## src/rtl/ram_dump.sv

```systemverilog
// Streams a full BRAM image out over a valid/ready port, one word per READ/WAIT/SEND pass.
// Define RAM_DUMP_CHECKSUM_EN to append a modulo-2^NB_DATA sum of all words as a final beat.

// state | meaning
// IDLE  | waiting for in_start while the logging BRAM reports full
// READ  | present current address to the BRAM
// WAIT  | BRAM output valid, capture it into the output register
// SEND  | offer the captured word until the consumer accepts it
// CSUM  | offer the running sum (checksum build only)
// DONE  | one-cycle completion pulse, rewind the address
module ram_dump #(
    parameter int NB_DATA = 16,
    parameter int NB_ADDR = 10
) (
    input  logic               clock,
    input  logic               cpu_reset,
    input  logic               in_start,
    input  logic               in_full_from_ram,
    input  logic [NB_DATA-1:0] in_data_from_ram,
    output logic [NB_ADDR-1:0] out_ram_read_addr,
    output logic [NB_DATA-1:0] out_data,
    output logic               out_valid,
    input  logic               in_ready,
    output logic               out_busy,
    output logic               out_done
);

    typedef enum logic [2:0] {
        ST_IDLE,
        ST_READ,
        ST_WAIT,
        ST_SEND,
`ifdef RAM_DUMP_CHECKSUM_EN
        ST_CSUM,
`endif
        ST_DONE
    } state_t;

    state_t             r_state;
    state_t             w_next_state;
    logic [NB_ADDR-1:0] r_addr;
    logic [NB_ADDR-1:0] w_next_addr;
    logic [NB_DATA-1:0] r_data;
    logic [NB_DATA-1:0] w_next_data;
    logic               w_last;

    assign w_last = &r_addr;

`ifdef RAM_DUMP_CHECKSUM_EN
    logic [NB_DATA-1:0] r_sum;
    logic [NB_DATA-1:0] w_next_sum;

    always_ff @(posedge clock or posedge cpu_reset) begin
        if (cpu_reset) begin
            r_sum <= '0;
        end else begin
            r_sum <= w_next_sum;
        end
    end

    // Sum restarts only when a new dump is accepted, and grows on each data transfer.
    always_comb begin
        w_next_sum = r_sum;
        if (r_state == ST_IDLE && in_start && in_full_from_ram) begin
            w_next_sum = '0;
        end else if (r_state == ST_SEND && in_ready) begin
            w_next_sum = r_sum + r_data;
        end
    end
`endif

    always_ff @(posedge clock or posedge cpu_reset) begin
        if (cpu_reset) begin
            r_state <= ST_IDLE;
            r_addr  <= '0;
            r_data  <= '0;
        end else begin
            r_state <= w_next_state;
            r_addr  <= w_next_addr;
            r_data  <= w_next_data;
        end
    end

    always_comb begin
        w_next_state = r_state;
        w_next_addr  = r_addr;
        w_next_data  = r_data;
        case (r_state)
            ST_IDLE: begin
                if (in_start && in_full_from_ram) begin
                    w_next_state = ST_READ;
                end
            end
            ST_READ: begin
                w_next_state = ST_WAIT;
            end
            ST_WAIT: begin
                w_next_data  = in_data_from_ram;
                w_next_state = ST_SEND;
            end
            ST_SEND: begin
                if (in_ready) begin
                    w_next_addr = r_addr + 1'b1;
                    if (w_last) begin
`ifdef RAM_DUMP_CHECKSUM_EN
                        w_next_state = ST_CSUM;
`else
                        w_next_state = ST_DONE;
`endif
                    end else begin
                        w_next_state = ST_READ;
                    end
                end
            end
`ifdef RAM_DUMP_CHECKSUM_EN
            ST_CSUM: begin
                if (in_ready) begin
                    w_next_state = ST_DONE;
                end
            end
`endif
            ST_DONE: begin
                w_next_addr  = '0;
                w_next_state = ST_IDLE;
            end
            default: begin
                w_next_addr  = '0;
                w_next_state = ST_IDLE;
            end
        endcase
    end

    assign out_ram_read_addr = r_addr;
    assign out_busy          = (r_state != ST_IDLE);
    assign out_done          = (r_state == ST_DONE);

`ifdef RAM_DUMP_CHECKSUM_EN
    assign out_valid = (r_state == ST_SEND) || (r_state == ST_CSUM);
    assign out_data  = (r_state == ST_CSUM) ? r_sum : r_data;
`else
    assign out_valid = (r_state == ST_SEND);
    assign out_data  = r_data;
`endif

endmodule

```

## config.mk

```make
export PLATFORM = sky130hd
export DESIGN_NAME = ram_dump
export DESIGN_NICKNAME = d
export VERILOG_FILES = /design/src/rtl/ram_dump.sv
export SDC_FILE = /design/constraint.sdc
export NUM_CORES = 1
export LEC_CHECK = 0
export BUFFER_PORTS_ARGS = -buffer_cell sky130_fd_sc_hd__buf_2
export CAP_MARGIN = 5
export CORE_AREA = 3 3 64 66
export DETAILED_ROUTE_END_ITERATION = 7
export DIE_AREA = 0 0 67 69
export PLACE_DENSITY_LB_ADDON = 0.3
export SLEW_MARGIN = 20
export SYNTH_ARGS = -nofsm -noshare
export SYNTH_HDL_FRONTEND = slang
export SYNTH_SLANG_ARGS = --single-unit
```

## constraint.sdc

```tcl
create_clock -name clock -period 1.7 [get_ports clock]
set_input_delay 0.085 -clock clock [delete_from_list [all_inputs] [get_ports clock]]
set_output_delay 0.085 -clock clock [all_outputs]
set_load 0.005 [all_outputs]
```

======== After elaboration in Yosys (flattened, before gate mapping) ========
Cells that the tools add are included.
storage, ports and cells
  logic and storage cells ................. 24
  flip-flop bits (word level) ............. 29
  output and inout port bits .............. 29
cells by class
  equality and inequality tests ........... 6
  muxes and demuxes ....................... 6
  add/subtract/negate cells ............... 1
  bitwise logic cells ..................... 1
  reductions and logical operators ........ 7
operators by type and width
  operator                                             number
  case mux 10 bit (2 select lines)                     1
  case mux 3 bit (4 select lines)                      1
  adder 10 x 1 -> 10 bit, second input constant        1
  two-way mux 10 bit                                   1
  AND reduction 10 bit                                 1
  two-way mux 3 bit                                    3
  equality test 3 x 2 -> 1 bit, second input constant  2
  AND reduction 2 bit                                  2
  equality test 3 x 1 -> 1 bit, second input constant  1
  equality test 3 bit, second input constant           1
  logical NOT 3 bit                                    1
  nonzero test 3 bit                                   1
  OR reduction 3 bit                                   1
  != test 2 x 1 -> 1 bit, second input constant        1
  != test 2 bit, second input constant                 1
  logical AND 1 bit                                    1
  inverter 1 bit                                       1

======== Logic depth before layout (Yosys ltp) ========
  depth in word-level cells ............... 4
  mapped depth ............................ 5
  mapped depth without buffers ............ 4

======== Worst setup path after synthesis ========
Ideal clock, no wire load.
  kind .................................... register to register
  from .................................... register r_state[2]
  to ...................................... register r_data[0], in the netlist out_data[0]
  setup time .............................. 0.128 ns
  arrival time ............................ 1.285 ns
  setup slack ............................. 0.288 ns
  buffers on the path ..................... 1
  clock period less this slack ............ 1.412 ns
  stages on the path, launching flop included .. 5
  data required time ...................... 1.572 ns
  path through ............................ dfrtp_1 -> nand2b_1 -> nor2_4 -> buf_4 -> mux2_1
on the way
  longest elaborated chain between the ends .. 1
ends and longest elaborated chain
  item                          line  RTL
  start, declared               39    state_t r_state;
  start signal, assigned        78    r_state <= w_next_state;
  equality test 3 x 2 -> 1 bit  88    case (r_state)
  end signal, assigned          80    r_data <= w_next_data;
  end, declared                 43    logic [NB_DATA-1:0] r_data;
Every way passes these cells.
A chain may end at the register's enable or synchronous reset.

======== Worst setup path in the final report ========
  from .................................... register r_addr[0], in the netlist out_ram_read_addr[0]
  to ...................................... register r_addr[8], in the netlist out_ram_read_addr[8]
on the way
  longest elaborated chain between the ends .. 3
ends and longest elaborated chain
  item                              line  RTL
  start, declared                   41    logic [NB_ADDR-1:0] r_addr;
  start signal, assigned            79    r_addr <= w_next_addr;
  adder 10 x 1 -> 10 bit            103   w_next_addr = r_addr + 1'b1;
  two-way mux 10 bit                102   if (in_ready) begin
  case mux 10 bit (2 select lines)  88
Every way passes these cells. The select of a mux whose other input is x is not followed.

==> parameters.txt <==
Parameter                              Value

Route
  Count of nets left with antenna violations after detail routing    0
  Via density per instance    4.904
  Drt first-iter violations    41
  Via count    1020
  Drt total wl    2701 um
  Average wire per cell in the routed design    12.99 um
  DR pass1 iterations    4
  Drc violations    0

Floorplanning
  Area of the placeable core    0.003633 mm^2
  Std-Cell Rows    22
  Top-level I/O count    50
  Overall die width    67 um
  Die height    69 um
  Starting utilization of the core area    34.54%
  Area enclosed by the die boundary    0.004623 mm^2

Synthesis
  Unique masters post-synth    27
  Yosys warns    0
  Syn Std Cell Area    0.001255 mm^2
  Share of synthesized area occupied by flip-flops and latches    57.83%
  #FFs+latches synth    29
  Synthesized netlist net count    124
  Instance count of the mapped netlist    102
  Mapped Avg Cell Area    12.30 um^2

Global routing
  Largest net degree at the start of global routing    30
  Wire length of the first global-routing pass    4319 um
  Global routing usage summed across all routing layers    12.44%
  Global-route congestion overflow total    0
  Vias in the first global route    937
  Number of antenna violations at the first check in global routing    0

Timing
  Finish-stage setup viols    0
  Fmax    0.6496 GHz
  Final critical path time including I/O delays and setup    1539 ps
  Max Transition Viols Final    0
  Remaining max-slew budget at the tightest pin    69.49%
  Setup TNS Final    0 ps
  Slew at the pin closest to its max-slew limit    456.6 ps
  Setup repair after global routing missed its margin    no
  Crit share post-route    90.56%
  Final number of hold-violating endpoints    0
  Final clock skew    5.075 ps

Clocking
  Skew-Pair Late Insertion Delay    280 ps
  Total number of H-tree levels    2
  CTS tree    yes
  Clock Sink Count    29
  Clock transition time at the flip-flop clock pins of the worst setup and hold paths    60 ps
  Post-CTS Setup Repair Bufs    0
  Maximum clock path buffer count    2
  Inserted Clock Buffers    5
  Clock root buffer    clkbuf_8

Final layout
  Layout cells sized above 1    44.38%
  Net total in the final layout    181
  Layout overhead on the synthesized area    34.40%
  Ant. Diodes    0

Setup path
  CP Launch Type    flop
  Crit path capture type    flop
  Biggest fanout along the worst timing path    7
  Setup CP Type    flop to flop
  Worst Path Required    1900 ps
  Worst EP arrival    1740 ps

Place
  Port bufs    49
  Routability congestion estimate    0.7577
  Detailed placement HPWL    2003 um

Job
  Max-capacitance violation count    0

Worst hold path
  HP Class    input port to flop

Power and ir drop
  Power density of the placed cells    1639 mW/mm^2
  Power Total    2.765 mW
  Leakage dissipation    0.7933 nW
  Worst ir drop on vdd    0.4775 mV

Status
  Result of the run    complete, no violations
[critical path, stage by stage, from the launching register on]
cell and delay (ps):
dfrtp_1 420, ha_1 200, nand3_1 220, or4_1 460, a21oi_1 160
[final timing paths]
path | startpoint | end | slack [ps] | cells after the start
max | out_ram_read_addr[0] | out_ram_read_addr[8] | 160 | 4
min | in_data_from_ram[7] | out_data[7] | 20 | 2
max reg2reg | out_ram_read_addr[0] | out_ram_read_addr[8] | 160 | 4
min reg2reg | out_data[4] | out_data[4] | 480 | 1
max in group asynchronous | cpu_reset | out_data[15] | 1030 | 4
min in group asynchronous | cpu_reset | out_data[10] | 400 | 4
[layout make-up]
type / instances / area [um^2]
fill: 354 / 1947
timing repair buffer: 54 / 285.3
sequential: 29 / 725.7
inverter: 3 / 11.26
clock inverter: 1 / 5.005
clock buffer: 7 / 96.34
multi-input combinational: 66 / 503.0
tap: 48 / 60.06
[flip-flops by register name, summed over array words and instances (netlist names)]
| signal | flops |
|---|---|
| r_state | 3 |
| out_data | 16 |
| out_ram_read_addr | 10 |
[placed cells by master (no fill, tap or decap)]
cell / instances
o31ai_1: 4
dlygate4sd3_1: 1
buf_2: 49
or3_1: 3
xor2_1: 2
mux2i_1: 1
nand3_2: 1
nand2b_1: 1
nand4_1: 3
inv_1: 3
nor4_1: 1
ha_1: 1
nor3b_1: 1
dfrtp_1: 29
nor4_2: 1
nor2b_1: 1
a21oi_1: 7
mux2_1: 10
nor2_4: 1
nor2_1: 6
mux2_2: 7
o32ai_1: 1
clkbuf_8: 7
or4_1: 4
nand2_1: 3
nand3_1: 3
clkinv_2: 1
and2_1: 1
o21ai_0: 3
buf_4: 4
[Yosys cell counts (all sizes together)]
cell    number  area (um^2)
nor2b        1        6.260
buf          3        17.52
ha           1        12.51
a21oi        7        35.03
nor2         7        33.78
xor2         2        17.52
or3          3        18.77
o21ai        3        15.01
nor3b        1        7.510
nand2        3        11.26
nand3        4        25.02
dfrtp       29        725.7
and2         1        6.260
inv          3        11.26
o31ai        4        30.03
clkbuf       1        3.750
mux2        17        191.4
mux2i        1        10.01
nor4         2        12.51
nand2b       1        6.260
or4          4        30.03
nand4        3        18.77
o32ai        1        8.760
[metrics by stage]
step                      utilization, %  worst slack (ps)  cell area (um^2)  std cells  hold WS, ps
final                              46.42             160.5              1687        208        19.27
after global routing               46.42             45.86              1687        208        11.63
after CTS                          46.25             154.6              1680        208        15.49
after detailed placement           43.18             154.9              1569        199        166.0
after global placement             43.18             249.3              1569        199        164.2
after floorplan                        -             287.9              1255        102        163.1
[report_power, final]
group          total [mW]  switching [mW]  internal (mW)
clock network       0.623           0.258          0.365
registers            1.19           0.212          0.977
logic               0.952           0.439          0.513
total                2.76           0.909           1.86
[routing by layer]
metal,routed length (um),track usage [%],part of all wire (%),vias to the layer above
met2,1343,19.98,50,46
met5,0,0,0,-
met4,47,5.405,1.7,0
met1,1086,14.15,40,489
li1,-,-,-,480
met3,223,5.212,8.3,5
[repair_timing]
action                                  in CTS  in global routing
endpoints found under the setup margin       0                  1
endpoints found under the hold margin       29                  0
hold buffers                                 1                  0
resized for setup                            0                  1
[logic make-up (layout without fill, tap and decap cells)]
| family | count (synthesis) | count (layout) | share of synthesized area [%] |
|---|---|---|---|
| AND/OR/NAND/NOR | 30 | 30 | 14.06 |
| flip-flops | 29 | 29 | 57.83 |
| multiplexers | 18 | 18 | 16.05 |
| AO/OA/AOI/OAI | 15 | 15 | 7.078 |
| buffers and inverters | 7 | 65 | 2.592 |
| XOR/XNOR | 2 | 2 | 1.396 |
| adder cells (fa/ha/maj) | 1 | 1 | 0.9968 |
Note: power is estimated with default switching activity, not from simulation.
